==> src/rtl/serial_pattern_feeder.sv <==
// Serializes valid/ready parallel words onto the mealy10010 detector input j, one bit per clock.
// Build option: define SERIAL_FEEDER_LSB_FIRST_EN to send in_data[0] first instead of in_data[L-1].
module serial_pattern_feeder #(
    parameter int         WIDTH      = 8,
    parameter int         LEN_W      = 4,
    parameter int         GAP_CYCLES = 0,
    parameter logic       IDLE_LEVEL = 1'b0
) (
    input  logic             clk,
    input  logic             rst,
    input  logic             in_valid,
    output logic             in_ready,
    input  logic [WIDTH-1:0] in_data,
    input  logic [LEN_W-1:0] in_len,
    output logic             j,
    output logic             j_valid,
    output logic             j_last,
    output logic             busy
);

    localparam int GAP_W = (GAP_CYCLES > 2) ? $clog2(GAP_CYCLES) : 1;

    typedef enum logic [1:0] {
        IDLE  = 2'd0,
        SHIFT = 2'd1,
        GAP   = 2'd2
    } state_t;

    state_t             state;
    logic [WIDTH-1:0]   sh_q;
    logic [LEN_W-1:0]   len_q;
    logic [LEN_W-1:0]   cnt;
    logic [GAP_W-1:0]   gap_cnt;

    logic               accept;
    logic [LEN_W-1:0]   len_eff;
    logic               first_bit;
    logic [WIDTH-1:0]   rest_bits;
    logic [WIDTH-1:0]   aligned;

    // A new word may also be taken on the final bit of the current one, so the
    // stream continues without a bubble when no gap is configured.
    assign in_ready = rst && ((state == IDLE) ||
                              (GAP_CYCLES == 0 && state == SHIFT && j_last));
    assign accept   = in_valid && in_ready;
    assign busy     = (state != IDLE);

    // NOTE: every always_comb output gets a default first so no latch can be inferred.
    always_comb begin
        len_eff   = in_len;
        aligned   = in_data;
        first_bit = 1'b0;
        rest_bits = '0;
        if (in_len == '0 || int'(in_len) > WIDTH) begin
            len_eff = LEN_W'(WIDTH);
        end
`ifdef SERIAL_FEEDER_LSB_FIRST_EN
        first_bit = in_data[0];
        rest_bits = in_data >> 1;
`else
        // Left-align the word so its bit L-1 sits at the top of the shifter.
        aligned   = in_data << (LEN_W'(WIDTH) - len_eff);
        first_bit = aligned[WIDTH-1];
        rest_bits = aligned << 1;
`endif
    end

    // NOTE: sequential state uses non-blocking assignments so every register
    // samples pre-edge values regardless of statement order.
    always_ff @(posedge clk) begin
        if (!rst) begin
            state   <= IDLE;
            sh_q    <= '0;
            len_q   <= '0;
            cnt     <= '0;
            gap_cnt <= '0;
            j       <= IDLE_LEVEL;
            j_valid <= 1'b0;
            j_last  <= 1'b0;
        end else if (accept) begin
            state   <= SHIFT;
            sh_q    <= rest_bits;
            len_q   <= len_eff;
            cnt     <= '0;
            j       <= first_bit;
            j_valid <= 1'b1;
            j_last  <= (len_eff == LEN_W'(1));
        end else begin
            case (state)
                SHIFT: begin
                    if (j_last) begin
                        j       <= IDLE_LEVEL;
                        j_valid <= 1'b0;
                        j_last  <= 1'b0;
                        gap_cnt <= '0;
                        // The IDLE cycle before the next accept is itself one
                        // of the idle cycles, so GAP only covers the rest.
                        state   <= (GAP_CYCLES > 1) ? GAP : IDLE;
                    end else begin
`ifdef SERIAL_FEEDER_LSB_FIRST_EN
                        j    <= sh_q[0];
                        sh_q <= sh_q >> 1;
`else
                        j    <= sh_q[WIDTH-1];
                        sh_q <= sh_q << 1;
`endif
                        cnt     <= cnt + LEN_W'(1);
                        j_last  <= (cnt + LEN_W'(1) == len_q - LEN_W'(1));
                    end
                end
                GAP: begin
                    if (int'(gap_cnt) >= GAP_CYCLES - 2) begin
                        state <= IDLE;
                    end else begin
                        gap_cnt <= gap_cnt + GAP_W'(1);
                    end
                end
                default: begin
                    state <= IDLE;
                end
            endcase
        end
    end

endmodule

==> config.mk <==
export PLATFORM = sky130hd
export DESIGN_NAME = serial_pattern_feeder
export DESIGN_NICKNAME = d
export VERILOG_FILES = /design/src/rtl/serial_pattern_feeder.sv
export SDC_FILE = /design/constraint.sdc
export NUM_CORES = 1
export LEC_CHECK = 0
export BUFFER_PORTS_ARGS = -buffer_cell sky130_fd_sc_hd__buf_4
export CORE_AREA = 2 2 59 61
export CTS_CLUSTER_DIAMETER = 60
export CTS_CLUSTER_SIZE = 24
export DETAILED_ROUTE_END_ITERATION = 10
export DIE_AREA = 0 0 61 63
export PLACE_DENSITY = 0.66
export SYNTH_ARGS = -nofsm -noshare
export SYNTH_HDL_FRONTEND = slang
export SYNTH_SLANG_ARGS = --single-unit
==> constraint.sdc <==
create_clock -name clk -period 1.8 [get_ports clk]
set_input_delay 0.09 -clock clk [delete_from_list [all_inputs] [get_ports clk]]
set_output_delay 0.09 -clock clk [all_outputs]
set_load 0.01 [all_outputs]
-- After elaboration in Yosys (flattened, before gate mapping)
Cells that the tools add are included.
- register bits: 19
- input bits: 15
- output and inout port bits: 5
- logic and storage cells: 47
- add/subtract/negate cells: 3
- magnitude comparators: 1
- equal/unequal tests: 4
- shifts and indexed selects: 1
- mux-type cells: 16
- bitwise gates (word level): 2
- reduce and logical (&&, ||, !) cells: 13
- operators by type and width (kind ; count):
    $mux W8 ; 3
    $mux W1 ; 12
    $shl A8 B4 Y8 ; 1
    $reduce_and A2 Y1 ; 3
    $add A4 B1 Y4 const B ; 1
    $eq A4 B1 Y1 const B ; 1
    $eq A4 B4 Y1 ; 1
    $gt A4 B4 Y1 const B ; 1
    $logic_not A4 Y1 ; 1
    $mux W4 ; 1
    $reduce_bool A2 Y1 ; 2
    $sub A4 B1 Y4 const B ; 1
    $sub A4 B4 Y4 const A ; 1
    $logic_and A1 B1 Y1 ; 3
    $ne A3 B3 Y1 const B ; 1
    $logic_not A2 Y1 ; 1
    $logic_or A1 B1 Y1 ; 2
    $ne A2 B1 Y1 const B ; 1
    $not A1 Y1 ; 2
    $reduce_or A2 Y1 ; 1

-- Depth between registers and ports, before layout
- word-level depth: 6
- mapped depth: 10
- depth with buffers taken out: 7

-- Worst setup path before layout
Ideal clock, no wire load.
- kind: input to register
- start point: input port in_len[3]
- end point: register j
- library setup time: 0.132 ns
- arrival time: 1.609 ns
- data required time: 1.668 ns
- setup slack: 0.059 ns
- cell stages on the path: 9
- buffers on the path: 2
- path through: buf_2 -> nand2b_1 -> ha_1 -> buf_6 -> mux2_2 -> a21oi_1 -> o211ai_2 -> a21oi_2 -> nor3_2
- word-level cells in the longest chain between the ends: 6
- elaborated cells between the ends (all ways): 7
- classes of those cells: add/sub: 1; order compare: 1; shift: 1; mux: 2; reduce/logical: 2
- ends and longest elaborated chain (item ; RTL line ; source):
    start, declared ; 14 ; input logic [LEN_W-1:0] in_len,
    $gt A4 B4 Y1 / $logic_not A4 Y1 (equally long branches) ; 54 ; if (in_len == '0 || int'(in_len) > WIDTH) begin
    $logic_or A1 B1 Y1 ; 54 ;
    $mux W4 * ; 54 ;
    $sub A4 B4 Y4 * ; 62 ; aligned = in_data << (LEN_W'(WIDTH) - len_eff);
    $shl A8 B4 Y8 * ; 62 ;
    $mux W1 * ; 80 ; end else if (accept) begin
    end signal, assigned ; 85 ; j <= first_bit;
    end signal, assigned ; 104 ; j <= sh_q[WIDTH-1];
    end, declared ; 15 ; output logic j,
Mark *: on every way between the ends. The rest lies on a longest branch, timed or not.
A chain may end at the register's enable or synchronous reset.

-- Worst setup path after layout
- start point: register j_last
- end point: register j
- word-level cells in the longest chain between the ends: 5
- elaborated cells between the ends (all ways): 8
- classes of those cells: mux: 3; reduce/logical: 5
- ends and longest elaborated chain (item ; RTL line ; source):
    start, declared ; 17 ; output logic j_last,
    start signal, assigned ; 87 ; j_last <= (len_eff == LEN_W'(1));
    start signal, assigned ; 108 ; j_last <= (cnt + LEN_W'(1) == len_q - LEN_W'(1));
    $logic_and A1 B1 Y1 ; 44 ; (GAP_CYCLES == 0 && state == SHIFT && j_last));
    $logic_or A1 B1 Y1 ; 43 ; assign in_ready = rst && ((state == IDLE) ||
    $logic_and A1 B1 Y1 ; 43 ;
    $logic_and A1 B1 Y1 ; 45 ; assign accept = in_valid && in_ready;
    $mux W1 / $reduce_bool A2 Y1 (equally long branches) ; n/a ;
Parallel ways exist; a longest one is shown, timed or not. The select of a mux whose other input is x is not followed.

==> results.md <==
* Status: finished, final reports clean
* Io pins at 20
* Cts bufs inserted at 3
* Multi-input logic area at 913 sq um
* Mean Syn Cell Area at 8.33 sq um
* Worst hold path type: primary input to flop
* Final Setup Violations at 0
* Clock root cell: clkbuf_4
* Post-Route WL at 3200 um
* Leak at 0.626 nW
* Antenna diode count at 0
* Worst setup SP type: flop
* Residual DRC at 0
* CTS max path bufs at 2
* Peak fanout along the critical path at 7
* Setup TNS at 0 ps
* Fin Hold WS at 84.6 ps
* Design area at 1600 sq um
* GRT overflow at 0
* Area share of the largest cell type after synthesis at 27.2%
* GP Congestion at 0.831
* Worst Skew at 7.88 ps
* FMAX at 645 MHz
* VDD IR-drop max at 189 uV
* Die area at 3840 sq um
* Antenna Nets Post-Route at 0
* Worst-Margin Slew at 473 ps
* Routed wire length per instance at 13.7 um
* Pre-antenna DRT Iters at 4
* Reg area at 380 sq um
* Seq/Total Area, Yosys at 27.2%
* CP arrival at 1730 ps
* Initial core utilization at 43.3%
* Core footprint at 3230 sq um
* Hold Vio Cnt, Final at 0
* PostCTS Resize Cnt at 0
* Fillcell total at 337
* Max Cap Viol at 0
* Final HPWL DP at 2480 um
* H-tree depth at 1
* Die Wd at 61 um
* R2r setup slk at 250 ps
* Worst-path clk slew at 110 ps
* Unrepaired setup endpoints after global routing: false
* # clock sinks at 19
* Crit path kind: flop to flop
* Power per cell area at 613 nW/um^2
* Synth-to-Final Area Change at 14.1%
* Row count at 21
* Post-CTS Setup Repair Bufs at 0
* Warnings from Yosys at 0
* Syn_nets at 187
* Total number of vias at 1237
* Vias in the first global route at 1230
* Main flop type after synthesis: dfxtp_1
* Min cycle time layout at 1550 ps
* Share of post-route cells with drive strength above 1 at 22.5%
* Library cells used by synthesis at 51
* Cell Area, Placed at 1570 sq um
* Synth Instances at 168
* Yosys reg bits at 19
* Most common cell after layout, fill and taps aside: buf_4
* WP data required at 1980 ps
* Vias/cell at 5.31
* Mapped Area at 1400 sq um
* Final period utilization at 86.2%
* Largest cells by area after synthesis: dfxtp_1 27%, o21ai_0 6.1%, mux2i_1 5.0%
* Cts hold-fix bufs at 0
* Post-synth EDFFs at 0
* Initial DRC count at 51
* Crit end category: flop
* Worst skew pair latency at 300 ps
* Area leader, netlist: dfxtp_1
* First-pass GRT wire length at 5490 um
* Port bufs at 19
* Initial antenna violation count at 0
* Commonest non-fill, non-tap cells in the layout: 25 x buf_4, 19 x dfxtp_1, 17 x o21ai_0
* Fin. max-slew vios at 0
* Layout Nets at 207
* Slew HR at 68.1%
* Async SR Flop Fraction at 0%
* TritonCTS clock tree: yes
* Pin count of the biggest net entering global routing at 23
* Global-route usage over all layers at 18.2%
* Die Y at 63 um
[flip-flops by register name, indices dropped and copies added, names as in the netlist]
register	flops
sh_q	7
state	1
len_q	4
j_last	1
j	1
j_valid	1
cnt	4
[cell families after synthesis]
family          Yosys count  synth area share, %
buf+inv                  17                 7.60
xor+xnor                 10                 8.13
flops                    19                 27.2
simple gates             63                 24.6
compound gates           46                 21.5
fa+ha+maj                 4                 3.57
mux                       9                 7.42
[synth_stat cells, drive strengths merged (2+ instances only)]
master / n
dfxtp: 19
o21ai: 18
nor2: 14
nand2: 13
nand3: 10
a21oi: 9
inv: 7
mux2i: 7
buf: 6
xnor2: 6
nand2b: 5
nor2b: 5
and2: 4
clkbuf: 4
ha: 4
nor3: 4
xor2: 4
nand4b: 3
o211ai: 3
a21boi: 2
a31oi: 2
nor3b: 2
o2111ai: 2
[power by group]
part | total (W) | leakage [nW] | switching [W] | internal (W)
logic | 0.000293 | 0.453 | 0.000154 | 0.000139
registers | 0.000466 | 0.156 | 0.0000195 | 0.000446
clock network | 0.000220 | 0.0177 | 0.000137 | 0.0000828
[cell type report]
class                   count  area share (%)
clock inverters             1           0.313
clock buffers               3            1.41
inverters                   7            1.96
well taps                  46            3.60
multi-input cells         132            57.2
flip-flops and latches     19            23.8
repair buffers             25            11.7
[worst paths after layout]
kind	depth (start not counted)	endpoint	startpoint
min	3	j$_SDFFE_PN0N_	in_data[5]
max	5	j$_SDFFE_PN0N_	j_last$_SDFFE_PN0N_
max reg2reg	5	j$_SDFFE_PN0N_	j_last$_SDFFE_PN0N_
min reg2reg	2	len_q[1]$_SDFFE_PN0P_	len_q[1]$_SDFFE_PN0P_
[metal layers]
metal | wire, um | up-vias | global-route usage, %
met4 | 31 | 0 | 5.43
met2 | 1560 | 21 | 31.0
met3 | 59 | 4 | 1.45
met1 | 1550 | 574 | 23.6
li1 | - | 638 | -
met5 | 0 | - | 0
[worst max-delay path: stages, from the launching register on]
cell and delay [ps]:
dfxtp_1 450, nand2b_1 220, and3_1 300, o2111ai_1 150, a211oi_1 260, nor3_2 50
[metrics by stage]
stage / util (%) / instances / total power [W] / setup slack [ps]
6_report: 49.4 / 233 / 0.000979 / 249
3_5_place_dp: 48.6 / 229 / 0.000767 / 116
3_3_place_gp: 48.6 / 229 / 0.000760 / 172
2_1_floorplan: - / 168 / 0.000683 / 58.6
4_1_cts: 49.4 / 233 / 0.000979 / 245
5_1_grt: 49.4 / 233 / 0.00103 / 89.6
Power figures use the tool's default switching activity.
